`src/rtl/instr_ctrl_pkg.sv`:
```
// ----------------------------------------------------------------------------
// instr_ctrl_pkg : opcodes, FSM state encoding and register-file source codes
// Rev 1.0
// ----------------------------------------------------------------------------
`default_nettype none

package instr_ctrl_pkg;

  localparam logic [3:0] OP_NOP    = 4'h0;
  localparam logic [3:0] OP_ALU_LO = 4'h1;
  localparam logic [3:0] OP_ALU_HI = 4'h7;
  localparam logic [3:0] OP_LDI    = 4'h8;
  localparam logic [3:0] OP_LDI2   = 4'h9;
  localparam logic [3:0] OP_JMP    = 4'hA;
  localparam logic [3:0] OP_HALT   = 4'hF;

  localparam logic [1:0] RF_SRC_D1  = 2'b00;
  localparam logic [1:0] RF_SRC_D2  = 2'b01;
  localparam logic [1:0] RF_SRC_ALU = 2'b10;

  typedef enum logic [2:0] {
    ST_IDLE   = 3'd0,
    ST_FETCH  = 3'd1,
    ST_DECODE = 3'd2,
    ST_EXEC   = 3'd3,
    ST_WB1    = 3'd4,
    ST_WB2    = 3'd5,
    ST_HALT   = 3'd6
  } state_e;

  function automatic logic is_alu_op(input logic [3:0] op);
    return (op >= OP_ALU_LO) && (op <= OP_ALU_HI);
  endfunction

endpackage

`default_nettype wire

```
`src/rtl/instr_sequencer_if.sv`:
```
// ----------------------------------------------------------------------------
// instr_sequencer_if : imem, decoder, ALU and register-file handshake bundle
// Rev 1.0
// ----------------------------------------------------------------------------
`default_nettype none

interface instr_sequencer_if #(
  parameter int PC_W = 8
);

  logic            imem_req;
  logic [PC_W-1:0] imem_addr;
  logic            imem_ack;
  logic [31:0]     imem_rdata;
  logic [31:0]     ir;
  logic [3:0]      opcode;
  logic [7:0]      jmp_tgt;
  logic            alu_start;
  logic            alu_done;
  logic            rf_we;
  logic [1:0]      rf_src;

  modport master (
    output imem_req, imem_addr, ir, alu_start, rf_we, rf_src,
    input  imem_ack, imem_rdata, opcode, jmp_tgt, alu_done
  );

  modport slave (
    input  imem_req, imem_addr, ir, alu_start, rf_we, rf_src,
    output imem_ack, imem_rdata, opcode, jmp_tgt, alu_done
  );

endinterface

`default_nettype wire

```
`src/rtl/alu_watchdog.sv`:
```
// ----------------------------------------------------------------------------
// alu_watchdog : clear/enable cycle counter that flags an ALU timeout
// Rev 1.0
// ----------------------------------------------------------------------------
`default_nettype none

module alu_watchdog #(
  parameter  int ALU_TMO = 15,
  localparam int CNT_W   = $clog2(ALU_TMO + 1)
) (
  input  wire logic             clk,
  input  wire logic             rst,
  input  wire logic             clear_i,
  input  wire logic             en_i,
  output logic      [CNT_W-1:0] count_o,
  output logic                  timeout_o
);

  localparam logic [CNT_W-1:0] LIMIT = CNT_W'(ALU_TMO);

  logic [CNT_W-1:0] count_q, count_d;

  // Saturates at the limit so the count can never wrap back to zero.
  always_comb begin
    count_d = count_q;
    if (clear_i) begin
      count_d = '0;
    end else if (en_i && (count_q != LIMIT)) begin
      count_d = count_q + 1'b1;
    end
  end

  always_ff @(posedge clk) begin
    if (rst) begin
      count_q <= '0;
    end else begin
      count_q <= count_d;
    end
  end

  assign count_o   = count_q;
  assign timeout_o = en_i && (count_q == LIMIT);

endmodule

`default_nettype wire

```
`src/rtl/instr_sequencer.sv`:
```
// ----------------------------------------------------------------------------
// instr_sequencer : multi-cycle fetch/decode/execute control FSM
// Rev 1.0
// ----------------------------------------------------------------------------
`default_nettype none

module instr_sequencer
  import instr_ctrl_pkg::*;
#(
  parameter int PC_W    = 8,
  parameter int ALU_TMO = 15
) (
  input  wire logic            clk,
  input  wire logic            rst,
  input  wire logic            start_i,
  instr_sequencer_if.master    bus,
  output logic      [PC_W-1:0] pc_o,
  output logic                 busy_o,
  output logic                 halted_o,
  output logic                 err_o
);

  localparam int CNT_W = $clog2(ALU_TMO + 1);

  state_e          state_q, state_d;
  logic [PC_W-1:0] pc_q, pc_d;
  logic [31:0]     ir_q, ir_d;
  logic            err_q, err_d;
  logic [1:0]      rf_src_q, rf_src_d;

  logic             w_wd_clear;
  logic             w_wd_timeout;
  logic [CNT_W-1:0] w_wd_count;
  logic [PC_W-1:0]  w_jmp_pc;

  generate
    if (PC_W > 8) begin : g_tgt_zext
      assign w_jmp_pc = {{(PC_W-8){1'b0}}, bus.jmp_tgt};
    end else begin : g_tgt_trunc
      assign w_jmp_pc = bus.jmp_tgt[PC_W-1:0];
    end
  endgenerate

  alu_watchdog #(
    .ALU_TMO (ALU_TMO)
  ) u_alu_watchdog (
    .clk       (clk),
    .rst       (rst),
    .clear_i   (w_wd_clear),
    .en_i      (state_q == ST_EXEC),
    .count_o   (w_wd_count),
    .timeout_o (w_wd_timeout)
  );

  always_comb begin
    state_d    = state_q;
    pc_d       = pc_q;
    ir_d       = ir_q;
    err_d      = err_q;
    rf_src_d   = rf_src_q;
    w_wd_clear = 1'b0;

    case (state_q)
      ST_IDLE, ST_HALT: begin
        if (start_i) begin
          state_d = ST_FETCH;
        end
      end

      ST_FETCH: begin
        if (bus.imem_ack) begin
          ir_d    = bus.imem_rdata;
          pc_d    = pc_q + 1'b1;
          state_d = ST_DECODE;
        end
      end

      ST_DECODE: begin
        if (is_alu_op(bus.opcode)) begin
          w_wd_clear = 1'b1;
          state_d    = ST_EXEC;
        end else begin
          case (bus.opcode)
            OP_NOP: state_d = ST_FETCH;
            OP_LDI, OP_LDI2: begin
              rf_src_d = RF_SRC_D1;
              state_d  = ST_WB1;
            end
            OP_JMP: begin
              pc_d    = w_jmp_pc;
              state_d = ST_FETCH;
            end
            OP_HALT: state_d = ST_HALT;
            // Illegal opcodes flag the error and fall through as a NOP.
            default: begin
              err_d   = 1'b1;
              state_d = ST_FETCH;
            end
          endcase
        end
      end

      // A result arriving on the timeout cycle still takes priority.
      ST_EXEC: begin
        if (bus.alu_done) begin
          rf_src_d = RF_SRC_ALU;
          state_d  = ST_WB1;
        end else if (w_wd_timeout) begin
          err_d   = 1'b1;
          state_d = ST_HALT;
        end
      end

      ST_WB1: begin
        if (bus.opcode == OP_LDI2) begin
          rf_src_d = RF_SRC_D2;
          state_d  = ST_WB2;
        end else begin
          state_d = ST_FETCH;
        end
      end

      ST_WB2: state_d = ST_FETCH;

      default: state_d = ST_IDLE;
    endcase
  end

  always_ff @(posedge clk) begin
    if (rst) begin
      state_q  <= ST_IDLE;
      pc_q     <= '0;
      ir_q     <= '0;
      err_q    <= 1'b0;
      rf_src_q <= RF_SRC_D1;
    end else begin
      state_q  <= state_d;
      pc_q     <= pc_d;
      ir_q     <= ir_d;
      err_q    <= err_d;
      rf_src_q <= rf_src_d;
    end
  end

  assign bus.imem_req  = (state_q == ST_FETCH);
  assign bus.imem_addr = (state_q == ST_FETCH) ? pc_q : '0;
  assign bus.ir        = ir_q;
  assign bus.alu_start = (state_q == ST_EXEC) && (w_wd_count == '0);
  assign bus.rf_we     = (state_q == ST_WB1) || (state_q == ST_WB2);
  assign bus.rf_src    = rf_src_q;

  assign pc_o     = pc_q;
  assign busy_o   = (state_q != ST_IDLE) && (state_q != ST_HALT);
  assign halted_o = (state_q == ST_HALT);
  assign err_o    = err_q;

endmodule

`default_nettype wire

```
`src/flat_wrapper.sv`:
```
// flat-port wrapper written by rule: the top's interface ports become plain ports
module instr_sequencer_flat import instr_ctrl_pkg::*;
#(
  parameter int PC_W    = 8,
  parameter int ALU_TMO = 15
)
  (clk, rst, start_i, pc_o, busy_o, halted_o, err_o, bus_imem_req, bus_imem_addr, bus_ir, bus_alu_start, bus_rf_we, bus_rf_src, bus_imem_ack, bus_imem_rdata, bus_opcode, bus_jmp_tgt, bus_alu_done);
  instr_sequencer_if #(.PC_W(PC_W)) bus_i ();
  input  wire logic clk;
  input  wire logic rst;
  input  wire logic start_i;
  output logic      [PC_W-1:0] pc_o;
  output logic busy_o;
  output logic halted_o;
  output logic err_o;
  output wire logic [$bits(bus_i.imem_req)-1:0] bus_imem_req;
  output wire logic [$bits(bus_i.imem_addr)-1:0] bus_imem_addr;
  output wire logic [$bits(bus_i.ir)-1:0] bus_ir;
  output wire logic [$bits(bus_i.alu_start)-1:0] bus_alu_start;
  output wire logic [$bits(bus_i.rf_we)-1:0] bus_rf_we;
  output wire logic [$bits(bus_i.rf_src)-1:0] bus_rf_src;
  input wire logic [$bits(bus_i.imem_ack)-1:0] bus_imem_ack;
  input wire logic [$bits(bus_i.imem_rdata)-1:0] bus_imem_rdata;
  input wire logic [$bits(bus_i.opcode)-1:0] bus_opcode;
  input wire logic [$bits(bus_i.jmp_tgt)-1:0] bus_jmp_tgt;
  input wire logic [$bits(bus_i.alu_done)-1:0] bus_alu_done;
  assign bus_imem_req = bus_i.imem_req;
  assign bus_imem_addr = bus_i.imem_addr;
  assign bus_ir = bus_i.ir;
  assign bus_alu_start = bus_i.alu_start;
  assign bus_rf_we = bus_i.rf_we;
  assign bus_rf_src = bus_i.rf_src;
  assign bus_i.imem_ack = bus_imem_ack;
  assign bus_i.imem_rdata = bus_imem_rdata;
  assign bus_i.opcode = bus_opcode;
  assign bus_i.jmp_tgt = bus_jmp_tgt;
  assign bus_i.alu_done = bus_alu_done;
  instr_sequencer #(.PC_W(PC_W), .ALU_TMO(ALU_TMO)) u_core (.clk(clk), .rst(rst), .start_i(start_i), .bus(bus_i), .pc_o(pc_o), .busy_o(busy_o), .halted_o(halted_o), .err_o(err_o));
endmodule
```
`config.mk`:
```
export PLATFORM = sky130hd
export DESIGN_NAME = instr_sequencer_flat
export DESIGN_NICKNAME = d
export VERILOG_FILES = /design/src/rtl/instr_ctrl_pkg.sv /design/src/rtl/instr_sequencer_if.sv /design/src/rtl/alu_watchdog.sv /design/src/rtl/instr_sequencer.sv /design/src/flat_wrapper.sv
export SDC_FILE = /design/constraint.sdc
export NUM_CORES = 1
export LEC_CHECK = 0
export ABC_AREA = 1
export CAP_MARGIN = 20
export CELL_PAD_IN_SITES_DETAIL_PLACEMENT = 1
export CELL_PAD_IN_SITES_GLOBAL_PLACEMENT = 2
export CORE_AREA = 2 2 117 119
export DETAILED_ROUTE_END_ITERATION = 7
export DIE_AREA = 0 0 119 121
export PLACE_DENSITY = 0.84
export SETUP_SLACK_MARGIN = 0.5
export SYNTH_ARGS = -nofsm -noshare
export SYNTH_HDL_FRONTEND = slang
export SYNTH_SLANG_ARGS = --single-unit
```
`constraint.sdc`:
```
create_clock -name clk -period 1.2 [get_ports clk]
set_clock_uncertainty 0.1 [all_clocks]
set_input_delay 0.24 -clock clk [delete_from_list [all_inputs] [get_ports clk]]
set_output_delay 0.24 -clock clk [all_outputs]
set_load 0.05 [all_outputs]
```
Yosys cells after proc, flatten, opt, wreduce, memory -nomap -nowiden
Index checks and enable logic that the tools add are counted.

word-level totals
  register bits after elaboration = 50
  latch bits = 0
  memory bits (writable) = 0
  ROM bits = 0
  output and inout bits = 56
  word-level logic and storage cells = 81
  memories = 0

operators by class
  add/subtract/negate cells = 2
  multipliers = 0
  divide/modulo/power cells = 0
  $lt $le $gt $ge = 2
  eq/ne operators = 24
  shift operators = 0
  muxes and demuxes = 25
  bitwise operators = 0
  reduce and logical (&&, ||, !) cells = 22

operator list
  kind                   count
  $mux W8                4
  $eq A4 B4 Y1 const B   5
  $mux W3                6
  $pmux W3 S6            1
  $pmux W8 S2            1
  $ne A2 B2 Y1 const B   6
  $reduce_and A5 Y1      2
  $eq A3 B3 Y1 const B   3
  $add A8 B1 Y8 const B  1
  $logic_not A4 Y1       2
  $mux W2                4
  $ne A2 B1 Y1 const B   4
  $eq A3 B2 Y1 const B   2
  $mux W1                6
  $pmux W2 S3            1
  $pmux W3 S2            1
  $reduce_bool A3 Y1     2
  $reduce_or A2 Y1       3
  $logic_and A1 B1 Y1    5
  $reduce_or A5 Y1       1
  $add A4 B1 Y4 const B  1
  $ge A4 B1 Y1 const B   1
  $le A4 B3 Y1 const B   1
  $ne A4 B4 Y1 const B   1
  10 further kinds       11

Depth between registers and ports, before layout
Gate-level depths: netlist (run 1).

  word-level depth = 5
  mapped depth = 9
  mapped depth without buffers = 9

By module
A second synthesis (run 1) with hierarchy kept.

second synthesis, totals
  cell total of the unflattened synthesis = 358
  area, all modules = 2406.1 µm²

by module, submodules not included
  module           times used  cells each  area each (µm²)  seq. area each (µm²)
  instr_sequencer  1           328         2202.1           920.9
  alu_watchdog     1           30          203.9            80.1

Least setup slack after synthesis (run 1)
OpenSTA, ideal clock, no wires.

  kind = reg-to-output
  start = register u_core.state_q[1]
  end = output bus_alu_start
  arrival time = 2.233 ns
  data required time = 0.860 ns
  setup slack = -1.373 ns
  cell stages (with the launch flop) = 5
  cells stage by stage = dfxtp_1 -> nand2_1 -> nor2_4 -> inv_1 -> nor4_1

on the way
  longest elaborated chain between the ends = 2

ends and longest elaborated chain
  element                 line                    RTL
  from (decl)             instr_sequencer.sv:25   state_e state_q, state_d;
  from (signal assigned)  instr_sequencer.sv:137  state_q <= state_d;
  $eq A3 B2 Y1            instr_sequencer.sv:148  assign bus.alu_start = (state_q == ST_EXEC) && (w_wd_count == '0);
  $logic_and A1 B1 Y1     instr_sequencer.sv:148
  to (decl)               flat_wrapper.sv:19      output wire logic [$bits(bus_i.alu_start)-1:0] bus_alu_start;

No other way between the ends.

Worst setup path in the final report (run 1)
  start = register u_core.state_q[1]
  end = output busy_o

on the way
  longest elaborated chain between the ends = 2
  elaborated cells on any way between the ends = 3
  classes of those cells = 1 x eq/ne; 2 x reduce/logical

ends and longest elaborated chain
  element                                                    line                    RTL
  $ne A3 B3 Y1 / $reduce_bool A3 Y1 (equally long branches)  instr_sequencer.sv:153  assign busy_o = (state_q != ST_IDLE) && (state_q != ST_HALT);
  $logic_and A1 B1 Y1 *                                      instr_sequencer.sv:153
  to (decl)                                                  flat_wrapper.sv:13      output logic busy_o;

Every way passes the cells marked *; elsewhere a longest branch is shown, timed or not.

==> qor.csv, run 1 <==
metric,value,unit
ys_ff_latch,50,
critical_path_peak_fanout,4,
yosys_warnings,0,
die_w,119,µm
period_minus_slack,1650,ps
relSlewSlack,81.5,%
crit_required,860,ps
synth_edf_count,0,
place_ws,-610,ps
ctsHoldBuffers,0,
arrival,1310,ps
ys_seq_area_share,40.8,%
outcome,"finished, violations left",
hp-class,in -> reg,
worst_slew_pin_slew,277,ps
setup_viol,66,
routed_wl,11700,µm
gp_congestion,0.753,
critical_path.top_delay_family,buffers and inverters,
grt_max_degree,33,
syn-num-nets,410,
failed_checks,setup timing,
startpoint_type,flip-flop,
grt_antenna_before_repair,0,
ys_top_cells_by_count,"nor2_1 (99), nand2_1 (61), dfxtp_1 (50)",
hold_violations,0,
cpMostUsedCell,nand2_4,
overflow,0,
vias,3068,
die-area,14400,µm²
grt_pass1_wl,16000,µm
wl_per_cell,16.5,µm
syn_area_per_cell,6.85,µm²
cap_violations,0,
netlist_instances,358,
clkTransAtPathRegs,70,ps
async_flop_share,0,%
period_share,138,%
root_buffer,clkbuf_16,
drt_pre_antenna_iters,4,
rsz0062_at_grt,yes,
slowest_delay,400,ps
post-route-util,44.4,%
crit_slowest_cell,dfxtp_4,
post-route-drc-count,0,
cts_buffers,5,
num-fill-cells,1423,
synth_cell_types,28,
synth.most_common_cell,nor2_1,
p_leak,2.33,nW
io_buffers,104,
final_area,5810,µm²
yosys.area.top_type_share,40.8,%
critPathKind,reg -> out,
core,13100,µm²
final_nets,581,
dpl_cell_area,4880,µm²
ir_worst_vdd,729,µV
groute.usage.overall,13.8,%
rows,42,
power.density,1890,nW/µm²
synth_largest_area_cell,dfxtp_1,
start_util,18.7,%
cts_num_sinks,50,
vias_per_cell,4.35,
fp.dieH,121,µm
diodes,0,
setup.worst_path.end_class,output pin,
p_total,11.0,mW
syn_area,2450,µm²
synth_area_leaders,"dfxtp_1 (41%), nor2_1 (15%), nand2_1 (9.3%)",
crit_chain,inv_4 -> buf_6 -> nand2_4 -> nand2_4 -> buf_6 -> nand2_4 -> buf_12,
cts.path.max_buffers,2,
drtAntennaViolNets,0,
place_hpwl,7100,µm
ios,105,
worst_slack,-452,ps
slew_violations,0,
final_layout_size_suffix_gt1_share,56.4,%
cts_tree,yes,
clock_latency,300,ps
critPathBufInv,4,
grt_pass1_vias,3241,
ys.flop_type,dfxtp_1,
area_growth_syn_to_layout,137,%
drtIter0Drc,88,
max_freq,0.605,GHz
htreeDepth,2,
==> cells in the final DEF, fill, tap and decap left out, types with 3 or more instances in the layout <==
cell	Yosys	layout
nor2_1	99	68
buf_12	0	66
clkdlybuf4s50_1	0	47
dfxtp_4	0	46
nand2_1	61	44
buf_4	1	37
buf_6	3	21
nor2_4	4	20
inv_1	26	19
o21ai_2	0	18
nor2_2	1	17
o21ai_1	11	17
a21oi_2	1	12
nand2_2	1	11
nand3_1	19	11
o21ai_0	33	9
inv_2	4	8
clkbuf_16	0	8
nand2_4	0	7
nand3_4	2	6
a21oi_1	17	6
nand3_2	0	4
xor2_1	3	3
ha_4	0	3
==> sequential cells by signal, summed over array words and instances (netlist names) <==
register,flops
u_core.bus.ir,32
u_core.pc_o,8
u_core.u_alu_watchdog.count_o,4
u_core.state_q,3
u_core.bus.rf_src,2
u_core.err_o,1
==> worst register-to-register path, delay by kind of cell (launching register included) <==
kind	cells	cell delay, ps
compound gates	1	50
simple gates	4	420
buf+inv	4	560
flops	1	380
==> path summary, 6_finish.rpt <==
check                     startpoint           endpoint  slack [ps]  cells after the start
hold reg to reg    u_core.bus.ir[23]  u_core.bus.ir[23]         420                      2
setup / recovery   u_core.state_q[1]             busy_o        -450                      7
setup reg to reg   u_core.state_q[0]     u_core.pc_o[5]        -420                      9
hold / removal    bus_imem_rdata[22]  u_core.bus.ir[22]         410                      3
==> per-stage QoR <==
stage	hold slack, ps	std cells	TNS [ps]
2_1_floorplan	274	358	-8060
5_1_grt	422	706	-27510
4_1_cts	414	688	-23040
3_5_place_dp	408	664	-29860
6_report	413	706	-22990
3_3_place_gp	373	664	-28370
==> report_power, final <==
part           internal [mW]  switching (mW)  leakage (nW)
Clock                  0.764           0.666        0.0672
Combinational           3.35            3.60          1.82
Sequential              2.18           0.446         0.442
==> metal layers <==
metal,up-vias,part of all wire (%),GRT usage [%]
met4,0,2.9,3.79
li1,1475,-,-
met5,-,0,0
met2,79,54,25.5
met3,22,5.9,4.75
met1,1492,37,15.0
==> kinds of logic (layout without fill, tap and decap cells) <==
family | after synthesis | count (layout) | synth area share [%]
simple gates | 194 | 195 | 35.1
compound gates | 62 | 62 | 12.8
flops | 50 | 50 | 40.8
buf+inv | 46 | 217 | 8.63
fa+ha+maj | 3 | 3 | 1.53
xor+xnor | 3 | 3 | 1.07
==> cell type report <==
type                    count  area (µm²)  area share, %
inverters                  31         134           2.31
well taps                 176         220           3.79
clock buffers               5         125           2.15
multi-input cells         263        1710           29.5
clock inverters             3        16.3          0.280
repair buffers            178        2420           41.7
flip-flops and latches     50        1180           20.2
==> repair_timing <==
item | in CTS | in global routing
gates resized for setup | 57 | 95
hold endpoints to repair | 0 | 0
pin swaps | 22 | 28
cloned | 2 | 5
buffers inserted | 14 | 13
endpoints found under the setup margin | 106 | 106
Power figures use the tool's default switching activity.
==> inputs of run 2 (changes only) <==
- CELL_PAD_IN_SITES_GLOBAL_PLACEMENT: 2 -> 1
- CORE_AREA: 2 2 117 119 -> 2 2 101 103
- DIE_AREA: 0 0 119 121 -> 0 0 103 105
- PLACE_DENSITY: 0.84 -> 0.86
==> qor.csv, run 2 (synthesis results as in run 1) <==
metric,value,unit,change
p_sw_share,44.3,%,+1.5 points
post-route-util,62.2,%,+18 points
final_cells,683,,-3.3%
hp-class,in -> reg,,
final_layout_size_suffix_gt1_share,60.2,%,+3.8 points
final_cell_mix,"nor2_1 (71), buf_12 (66), buf_4 (60)",,
grt_pass1_vias,3770,,+16%
diodes,0,,unchanged
drtIter0Drc,104,,+18%
ios,105,,unchanged
worst_slack,-520,ps,-67.4 ps
rows,36,,-14%
area_growth_syn_to_layout,145,%,
seq_power_share,23.7,%,-0.2 points
clkTransAtPathRegs,100,ps,+30 ps
post-route-drc-count,0,,unchanged
p_sw,5.01,mW,+6.4%
drtAntennaViolNets,0,,unchanged
core,9640,µm²,-26%
largest_reg_flops,32,,unchanged
relSlewSlack,78.2,%,-3.3 points
rsz0062_at_grt,yes,,
regToRegSetupSlack,-520,ps,-100 ps
worst_slew_pin_slew,324,ps,+47.1 ps
cap_violations,0,,unchanged
final_nets,601,,+3.4%
reg2reg_depth,9,,unchanged
root_buffer,clkbuf_8,,
critical_path_peak_fanout,7,,+3
worstHoldPathCells,3,,unchanged
failed_checks,setup timing,,
power.density,1880,nW/µm²,-0.59%
cts_buffers,5,,unchanged
start_util,25.4,%,+6.7 points
period_minus_slack,1720,ps,+67.4 ps
htreeDepth,2,,unchanged
arrival,1850,ps,+540 ps
die-area,10800,µm²,-25%
crit_required,1330,ps,+470 ps
io_buffers,104,,unchanged
rr_endpoint,u_core.pc_o[0],,
period_share,143,%,+5.6 points
drt_pre_antenna_iters,4,,unchanged
hold_start,bus_imem_rdata[30],,
clkPwrFrac,8.7,%,-4.3 points
groute.usage.overall,23.0,%,+9.2 points
slew_violations,0,,unchanged
p_leak,2.42,nW,+4.0%
vias,3295,,+7.4%
cts_num_sinks,50,,unchanged
setup_viol,66,,unchanged
outcome,"finished, violations left",,
layout.cells.most_common,nor2_1,,
wl_per_cell,19.9,µm,+20%
clock_latency,300,ps,about the same
fin_setup_tns,-25250,ps,-2250 ps
critPathKind,reg -> reg,,
place_hpwl,7190,µm,+1.2%
dpl.cell_count,619,,-6.8%
r2r_start,u_core.state_q[2],,
grt_pass1_wl,19200,µm,+20%
p_int,6.29,mW,about the same
setup.worst_path.end_class,flip-flop,,
routed_wl,13600,µm,+16%
cts_tree,yes,,
fp.dieH,105,µm,-13%
comb_power_share,67.6,%,+4.5 points
hold_violations,0,,unchanged
die_w,103,µm,-13%
startpoint_type,flip-flop,,
overflow,0,,unchanged
grt_max_degree,17,,-48%
ir_worst_vdd,884,µV,+21%
holdPathEnd,u_core.bus.ir[30],,
vias_per_cell,4.82,,+11%
gp_congestion,0.788,,+4.7%
max_freq,0.581,GHz,-3.9%
grt_antenna_before_repair,0,,unchanged
cts.path.max_buffers,2,,unchanged
run 2: worst max-delay path by stage:
| stage | start | endpoint | slack, ps | cells past startpoint |
|---|---|---|---|---|
| 2_1_floorplan | u_core.state_q[1] | bus_alu_start | -410 | 4 |
| 3_3_place_gp | bus_opcode[3] | u_core.bus.rf_src[1] | -540 | 10 |
| 3_5_place_dp | bus_opcode[3] | u_core.bus.rf_src[0] | -690 | 10 |
| 4_1_cts | u_core.state_q[1] | busy_o | -480 | 6 |
| 5_1_grt | u_core.state_q[2] | u_core.pc_o[0] | -620 | 9 |
| 6_report | u_core.state_q[2] | u_core.pc_o[0] | -520 | 9 |
run 2: layer usage:
layer / part of all wire (%) / vias to the layer above / global-route usage (%)
met5: 0 / - / 0
met4: 3.4 / 0 / 8.08
met2: 58 / 127 / 45.3
met1: 34 / 1623 / 22.5
met3: 4.9 / 34 / 5.35
li1: - / 1511 / -
run 2: power groups by stage:
stage	sequential, mW	combinational (mW)	clock [mW]
2_1_floorplan	3.58	1.75	0
3_3_place_gp	2.62	5.31	0
3_5_place_dp	2.66	5.46	0
4_1_cts	2.64	6.79	1.02
5_1_grt	2.72	7.97	1.08
6_report	2.67	7.64	0.984
run 2: layout make-up:
class,count,area (µm²)
fillers,1068,3640
clock inverters,2,8.76
inverters,31,136
well taps,133,166
multi-input cells,263,1850
flip-flops and latches,50,1180
repair buffers,198,2590
clock buffers,6,72.6
run 2: timing repair:
action / in CTS / in global routing
pin swaps: 52 / 66
setup buffers: 33 / 18
gates resized for setup: 120 / 61
gates cloned: 5 / 0
hold buffers: 0 / 0
setup endpoints to repair: 106 / 106
run 2: metrics by stage:
stage	hold WS, ps	instance area [µm²]	total power, mW	worst slack, ps
after floorplan	274	2760	5.33	-412
after global placement	376	4790	7.92	-540
after detailed placement	384	4790	8.12	-690
after CTS	399	5610	10.4	-477
after global routing	425	6000	11.8	-617
final	412	6000	11.3	-520
run 2: critical path: stages, from the launching register on:
cell and delay, ps:
dfxtp_4 410, inv_4 60, nand3_4 120, buf_6 130, nor2_8 40, buf_6 130
buf_12 120, nor2_4 260, o21ai_1 130, a21oi_1 130
